## config.mk

```make
export PLATFORM = sky130hd
export DESIGN_NAME = alu_sequencer
export DESIGN_NICKNAME = d
export VERILOG_FILES = /design/src/rtl/alu_sequencer.sv
export SDC_FILE = /design/constraint.sdc
export NUM_CORES = 1
export LEC_CHECK = 0
export BUFFER_PORTS_ARGS = -buffer_cell sky130_fd_sc_hd__buf_2
export CORE_ASPECT_RATIO = 1.75
export CORE_UTILIZATION = 47
export CTS_CLUSTER_SIZE = 12
export DETAILED_ROUTE_END_ITERATION = 6
export PLACE_DENSITY_LB_ADDON = 0.1
export SLEW_MARGIN = 0
export SYNTH_ARGS = -nofsm -noshare
export SYNTH_HDL_FRONTEND = slang
export SYNTH_SLANG_ARGS = --single-unit
```

## constraint.sdc

```tcl
create_clock -name clock -period 2.57 [get_ports clock]
set_clock_uncertainty 0.2 [all_clocks]
set_input_delay 0.771 -clock clock [delete_from_list [all_inputs] [get_ports clock]]
set_output_delay 0.771 -clock clock [all_outputs]
set_load 0.01 [all_outputs]
```

## src/rtl/alu_sequencer.sv

```systemverilog
// Sequences one request at a time through an external combinational ALU: IDLE -> EXEC -> DONE.
// Optional macro ALU_SEQ_DIVZERO_CHECK_EN short-circuits DIV by zero with an error response.
module alu_sequencer #(
  parameter int unsigned MUL_CYCLES = 4,
  parameter int unsigned DIV_CYCLES = 8
) (
  input  logic        clock,
  input  logic        clear_n,
  input  logic        req_valid,
  output logic        req_ready,
  input  logic [3:0]  req_op,
  input  logic [31:0] req_a,
  input  logic [31:0] req_b,
  output logic [3:0]  alu_op,
  output logic [31:0] alu_a,
  output logic [31:0] alu_b,
  input  logic [63:0] alu_result,
  output logic        rsp_valid,
  input  logic        rsp_ready,
  output logic [31:0] rsp_lo,
  output logic [31:0] rsp_hi,
  output logic        rsp_err,
  output logic        busy
);

  localparam logic [3:0] OpMul    = 4'd11;
  localparam logic [3:0] OpDiv    = 4'd12;
  localparam logic [3:0] MulLoad  = 4'(MUL_CYCLES - 1);
  localparam logic [3:0] DivLoad  = 4'(DIV_CYCLES - 1);

  typedef enum logic [1:0] {StIdle, StExec, StDone} state_e;

  state_e      state_q, state_d;
  logic [3:0]  cnt_q, cnt_d;
  logic [3:0]  alu_op_q, alu_op_d;
  logic [31:0] alu_a_q, alu_a_d;
  logic [31:0] alu_b_q, alu_b_d;
  logic [31:0] rsp_lo_q, rsp_lo_d;
  logic [31:0] rsp_hi_q, rsp_hi_d;
  logic        rsp_err_q, rsp_err_d;
  logic        div_zero;

`ifdef ALU_SEQ_DIVZERO_CHECK_EN
  assign div_zero = (alu_op_q == OpDiv) && (alu_b_q == 32'd0);
`else
  assign div_zero = 1'b0;
`endif

  always_comb begin
    state_d   = state_q;
    cnt_d     = cnt_q;
    alu_op_d  = alu_op_q;
    alu_a_d   = alu_a_q;
    alu_b_d   = alu_b_q;
    rsp_lo_d  = rsp_lo_q;
    rsp_hi_d  = rsp_hi_q;
    rsp_err_d = rsp_err_q;
    unique case (state_q)
      StIdle: begin
        if (req_valid) begin
          alu_op_d = req_op;
          alu_a_d  = req_a;
          alu_b_d  = req_b;
          state_d  = StExec;
          if (req_op == OpMul) begin
            cnt_d = MulLoad;
          end else if (req_op == OpDiv) begin
            cnt_d = DivLoad;
`ifdef ALU_SEQ_DIVZERO_CHECK_EN
            if (req_b == 32'd0) cnt_d = 4'd0;
`endif
          end else begin
            cnt_d = 4'd0;
          end
        end
      end
      StExec: begin
        if (cnt_q != 4'd0) begin
          cnt_d = cnt_q - 4'd1;
        end else begin
          state_d = StDone;
          if (alu_op_q > OpDiv) begin
            rsp_lo_d  = 32'd0;
            rsp_hi_d  = 32'd0;
            rsp_err_d = 1'b1;
          end else if (div_zero) begin
            rsp_lo_d  = 32'hFFFF_FFFF;
            rsp_hi_d  = alu_a_q;
            rsp_err_d = 1'b1;
          end else begin
            rsp_lo_d  = alu_result[31:0];
            rsp_hi_d  = alu_result[63:32];
            rsp_err_d = 1'b0;
          end
        end
      end
      StDone: begin
        if (rsp_ready) state_d = StIdle;
      end
      default: state_d = StIdle;
    endcase
  end

  always_ff @(posedge clock or negedge clear_n) begin
    if (!clear_n) begin
      state_q   <= StIdle;
      cnt_q     <= 4'd0;
      alu_op_q  <= 4'd0;
      alu_a_q   <= 32'd0;
      alu_b_q   <= 32'd0;
      rsp_lo_q  <= 32'd0;
      rsp_hi_q  <= 32'd0;
      rsp_err_q <= 1'b0;
    end else begin
      state_q   <= state_d;
      cnt_q     <= cnt_d;
      alu_op_q  <= alu_op_d;
      alu_a_q   <= alu_a_d;
      alu_b_q   <= alu_b_d;
      rsp_lo_q  <= rsp_lo_d;
      rsp_hi_q  <= rsp_hi_d;
      rsp_err_q <= rsp_err_d;
    end
  end

  assign req_ready = (state_q == StIdle);
  assign rsp_valid = (state_q == StDone);
  assign busy      = (state_q != StIdle);
  assign alu_op    = alu_op_q;
  assign alu_a     = alu_a_q;
  assign alu_b     = alu_b_q;
  assign rsp_lo    = rsp_lo_q;
  assign rsp_hi    = rsp_hi_q;
  assign rsp_err   = rsp_err_q;

endmodule

```

Word-level counts from Yosys, hierarchy flattened
Cells that the tools add are included.
{"block": "op_classes", "add_sub_neg": 1, "magnitude_cmp": 1, "eq_ne": 8, "n_mux": 12, "n_bitwise": 1, "reduce_logical": 8}
{"operator": "$mux 32", "n": 2}
{"operator": "$eq 4x4->1 const B", "n": 2}
{"operator": "$mux 4", "n": 2}
{"operator": "$pmux 4 s2", "n": 1}
{"operator": "$mux 2", "n": 3}
{"operator": "$mux 3", "n": 2}
{"operator": "$ne 2x2->1 const B", "n": 3}
{"operator": "$pmux 2 s3", "n": 1}
{"operator": "$reduce_and 3->1", "n": 2}
{"operator": "$gt 4x4->1 const B", "n": 1}
{"operator": "$reduce_and 2->1", "n": 2}
{"operator": "$reduce_bool 2->1", "n": 2}
{"operator": "$reduce_bool 4->1", "n": 1}
{"operator": "$sub 4x1->4 const B", "n": 1}
{"operator": "$eq 2x1->1 const B", "n": 1}
{"operator": "$eq 2x2->1 const B", "n": 1}
{"operator": "$logic_not 2->1", "n": 1}
{"operator": "$ne 2x1->1 const B", "n": 1}
{"operator": "$mux 1", "n": 1}
{"operator": "$not 1->1", "n": 1}
{"block": "word_totals", "register_bits": 139, "out_inout_bits": 136}

Longest topological paths before layout
{"block": "logic_depth", "ltp_word": 5, "depth_mapped": 8, "mapped_depth_nobuf": 5}

Least setup slack after synthesis
OpenSTA, ideal clock, no wires.
{"block": "synth_path", "path_kind": "flip-flop to flip-flop", "from": "register cnt_q[0]", "to": "register rsp_hi_q[23] (netlist: rsp_hi[23])", "setup_time_ns": 0.124, "t_arrival_ns": 1.703, "required_ns": 2.246, "path_slack_ns": 0.543, "path_stages_with_launch": 9, "path_cell_list": "dfrtp_1 inv_1 ha_1 inv_1 or4_1 clkbuf_1 buf_6 buf_6 mux2i_1"}
{"block": "synth_via", "elab_chain_len": 3}
{"item": "from (decl)", "line_no": "34", "source": "logic [3:0] cnt_q, cnt_d;"}
{"item": "from (signal assigned)", "line_no": "116", "source": "cnt_q <= cnt_d;"}
{"item": "$reduce_bool 4->1", "line_no": "78", "source": "if (cnt_q != 4'd0) begin"}
{"item": "$not 1->1 (no line)"}
{"item": "$reduce_and 2->1 (no line)"}
{"item": "to (signal assigned)", "line_no": "121", "source": "rsp_hi_q <= rsp_hi_d;"}
{"item": "to (decl)", "line_no": "39", "source": "logic [31:0] rsp_hi_q, rsp_hi_d;"}
Every way passes these cells.
A chain may end at the register's enable or synchronous reset.

Final worst setup path
{"block": "layout_path", "from": "register state_q[0]", "to": "output req_ready"}
{"block": "layout_via", "elab_chain_len": 1}
{"item": "from (decl)", "line_no": "33", "source": "state_e state_q, state_d;"}
{"item": "from (signal assigned)", "line_no": "106", "source": "state_q <= StIdle;"}
{"item": "from (signal assigned)", "line_no": "115", "source": "state_q <= state_d;"}
{"item": "$logic_not 2->1", "line_no": "126", "source": "assign req_ready = (state_q == StIdle);"}
{"item": "to (decl)", "line_no": "10", "source": "output logic req_ready,"}
Every way passes these cells.

==> impl_metrics.ini <==
[run_status]
status = complete, no violations

[pwr]
total_power_mw = 10.4
pwr_density_cell_mw_per_mm2 = 1310
ir_worst_vdd_mv = 0.710
p_leak_nw = 4.59

[global_routing]
grt_max_degree = 65
grt_pass1_vias = 4546
grt_first_pass_wirelength_microns = 21600
total_global_route_track_usage_pct = 22.0
grt_overflow_total = 0
grt_antenna_before_repair = 0

[cts]
clock_transition_time_at_the_flip_flop_clock_pins_of_the_worst_setup_and_hold_paths_ns = 0.06
ctsHtreeMaxLevel = 4
tritoncts.num_buffers = 17
postCtsSetupRepairBufs = 0
cts_repair_resize_count = 0
cts_tree = done
cts.root.buffer_cell = sky130_fd_sc_hd__clkbuf_16
worst_skew_pair.late_latency_ns = 0.41
clkSinkCount = 139
clock_tree.buffer_depth = 2
cts_hold_repair.buffers = 0

[place]
place_hpwl_microns = 10100
finalWeightedCongestion = 0.780
port_buffers = 271
placed_cells_incl_taps = 882

[floorplanning]
row_count = 53
floorplan.die_area_sq_mm = 0.0128
initial_utilization_pct = 48.2
dieWidth_microns = 85.8
die_height_microns = 149
boundaryPins = 272
core_area_sq_mm = 0.0120

[sta]
tightest_slew_ns = 0.569
final-setup-viol-count = 0
rsz0062_at_grt = no
timing.final.hold_violations = 0
layout_worst_path_cycle_share_pct = 96.2
clock.fmax_ghz = 0.404
worst_slew_margin_pct = 62.1
tns_ns = 0
timing.final.max_slew_violations = 0
min_tclk_post_route_ns = 2.47

[synthesis]
synth_edf_count = 0
yosys_register_bits = 139
async_reset_ff_share_pct = 100
post-synth-top-area-cell = sky130_fd_sc_hd__dfrtp_1
synthFlopType = sky130_fd_sc_hd__dfrtp_1
cell_with_the_most_instances_after_synthesis = sky130_fd_sc_hd__dfrtp_1
syn_nets = 598
mappedNetlistArea_sq_mm = 0.00578
synth.avg_cell_area_sq_um = 12.5
mapped_cells = 461
ys_seq_area_share_pct = 60.2
post_synth_main_area_contributors = sky130_fd_sc_hd__dfrtp_1 60%, sky130_fd_sc_hd__mux2_2 13%, sky130_fd_sc_hd__mux2i_1 11%, sky130_fd_sc_hd__inv_1 4.6%, sky130_fd_sc_hd__nand2_1 4.2%
netlist_top_cells_count = 139 x sky130_fd_sc_hd__dfrtp_1, 71 x sky130_fd_sc_hd__inv_1, 68 x sky130_fd_sc_hd__mux2_2, 65 x sky130_fd_sc_hd__mux2i_1, 64 x sky130_fd_sc_hd__nand2_1
synth.yosys.warnings = 0
synth.distinct_cells = 30
synth_top_cell_area_share_pct = 60.2

[routing]
final_antenna_net_count = 0
detail_route.wirelength_microns = 13600
initialDrtViolationCount = 122
avgViaCountPerCell = 4.76
vias = 4351
wl_per_cell_microns = 14.9
detail_route.first_pass.iterations = 4
post-route-drc-count = 0

[critical_path]
worstPathRequired_ns = 1.60
end_kind = primary output
path_max_fanout = 11
crit_arrival_ns = 1.50
criticalPathCategory = reg -> out
reg2regPathDepth = 6
critical_path_source_type = flop

[finish]
layout.area.seq_sq_mm = 0.00348
finish.net_count = 873
layout.filler_cells = 1010
multi_input_comb_area_sq_mm = 0.00190
area.growth.synth_to_final_pct = 37.1
layout-drive-gt1-share_pct = 51.4
final-instance-count-excl-fill = 914
final_antenna_diode_count = 0

[job]
maxCapViolations = 0

[min_path]
timing.hold.worst.class = in -> async
## stage by stage
| step | hold WS (ns) | utilization, % | setup slack (ns) | cell area [sq um] |
|---|---|---|---|---|
| after global placement | 0.286 | 61.1 | 0.420 | 7330 |
| after CTS | 0.146 | 66.0 | 0.0692 | 7930 |
| after detailed placement | 0.291 | 61.1 | 0.377 | 7330 |
| after floorplan | 0.275 | - | 0.543 | 5780 |
| final | 0.130 | 66.0 | 0.0974 | 7930 |
| after global routing | 0.156 | 66.0 | 0.0317 | 7930 |
## power by group
part / leakage, nW / internal, mW / switching, mW
Combinational: 2.63 / 1.98 / 2.11
Sequential: 1.68 / 3.28 / 0.599
Clock: 0.284 / 1.49 / 0.948
Total: 4.59 / 6.76 / 3.66
## critical path, cell delays in order (launching register included)
cell and delay (ns):
sky130_fd_sc_hd__dfrtp_1 0.54, sky130_fd_sc_hd__or2_2 0.39, sky130_fd_sc_hd__inv_1 0.05, sky130_fd_sc_hd__buf_2 0.11
## worst paths after layout
path	to	slack, ns	startpoint
hold / removal	rsp_lo[1]	0.13	clear_n
setup / recovery	req_ready	0.1	state_q[0]
min in group clock	alu_a[2]	0.30	alu_a[2]
hold reg to reg	alu_a[2]	0.30	alu_a[2]
max in group asynchronous	rsp_hi[19]	1.36	clear_n
setup reg to reg	rsp_lo[4]	0.40	cnt_q[0]
## placed cells by master, fill, tap and decap left out, types with 2 or more instances in the layout
cell type                      n
sky130_fd_sc_hd__a2111oi_0     2
sky130_fd_sc_hd__a2bb2oi_1     2
sky130_fd_sc_hd__buf_12        4
sky130_fd_sc_hd__buf_2       270
sky130_fd_sc_hd__buf_4         5
sky130_fd_sc_hd__bufinv_16     2
sky130_fd_sc_hd__clkbuf_16    17
sky130_fd_sc_hd__clkbuf_8      2
sky130_fd_sc_hd__clkinv_2      2
sky130_fd_sc_hd__clkinvlp_4    3
sky130_fd_sc_hd__dfrtp_1     139
sky130_fd_sc_hd__inv_1        71
sky130_fd_sc_hd__inv_6         4
sky130_fd_sc_hd__mux2_2       68
sky130_fd_sc_hd__mux2i_1      65
sky130_fd_sc_hd__nand2_1      64
sky130_fd_sc_hd__nor2_1        3
sky130_fd_sc_hd__o211ai_1      4
sky130_fd_sc_hd__o21ai_0       2
## state kept, by name, indices dropped and copies added (netlist names)
| name | cells |
|---|---|
| alu_a | 32 |
| alu_b | 32 |
| alu_op | 4 |
| cnt_q | 4 |
| rsp_err | 1 |
| rsp_hi | 32 |
| rsp_lo | 32 |
| state_q | 2 |
## cells by family after synthesis
kind of cell | after synthesis | share of synthesized area, %
simple gates | 81 | 6.45
buf+inv | 95 | 7.14
flops | 139 | 60.2
mux | 133 | 24.5
compound gates | 12 | 1.54
fa+ha+maj | 1 | 0.216
## area by class of cell
| type | instances | share of cell area [%] |
|---|---|---|
| Multi-Input combinational cell | 227 | 24.0 |
| Tap cell | 165 | 2.60 |
| Clock buffer | 20 | 5.76 |
| Timing Repair Buffer | 280 | 18.7 |
| Inverter | 71 | 3.36 |
| Clock inverter | 12 | 1.72 |
| Sequential cell | 139 | 43.9 |
## routing by layer
metal	track usage [%]	vias up	share of wire, %
met5	0	-	0
met4	10.0	0	3.0
met3	6.66	27	6.6
met2	37.7	187	53
met1	25.1	2087	38
li1	-	2050	-
Power figures use the tool's default switching activity.
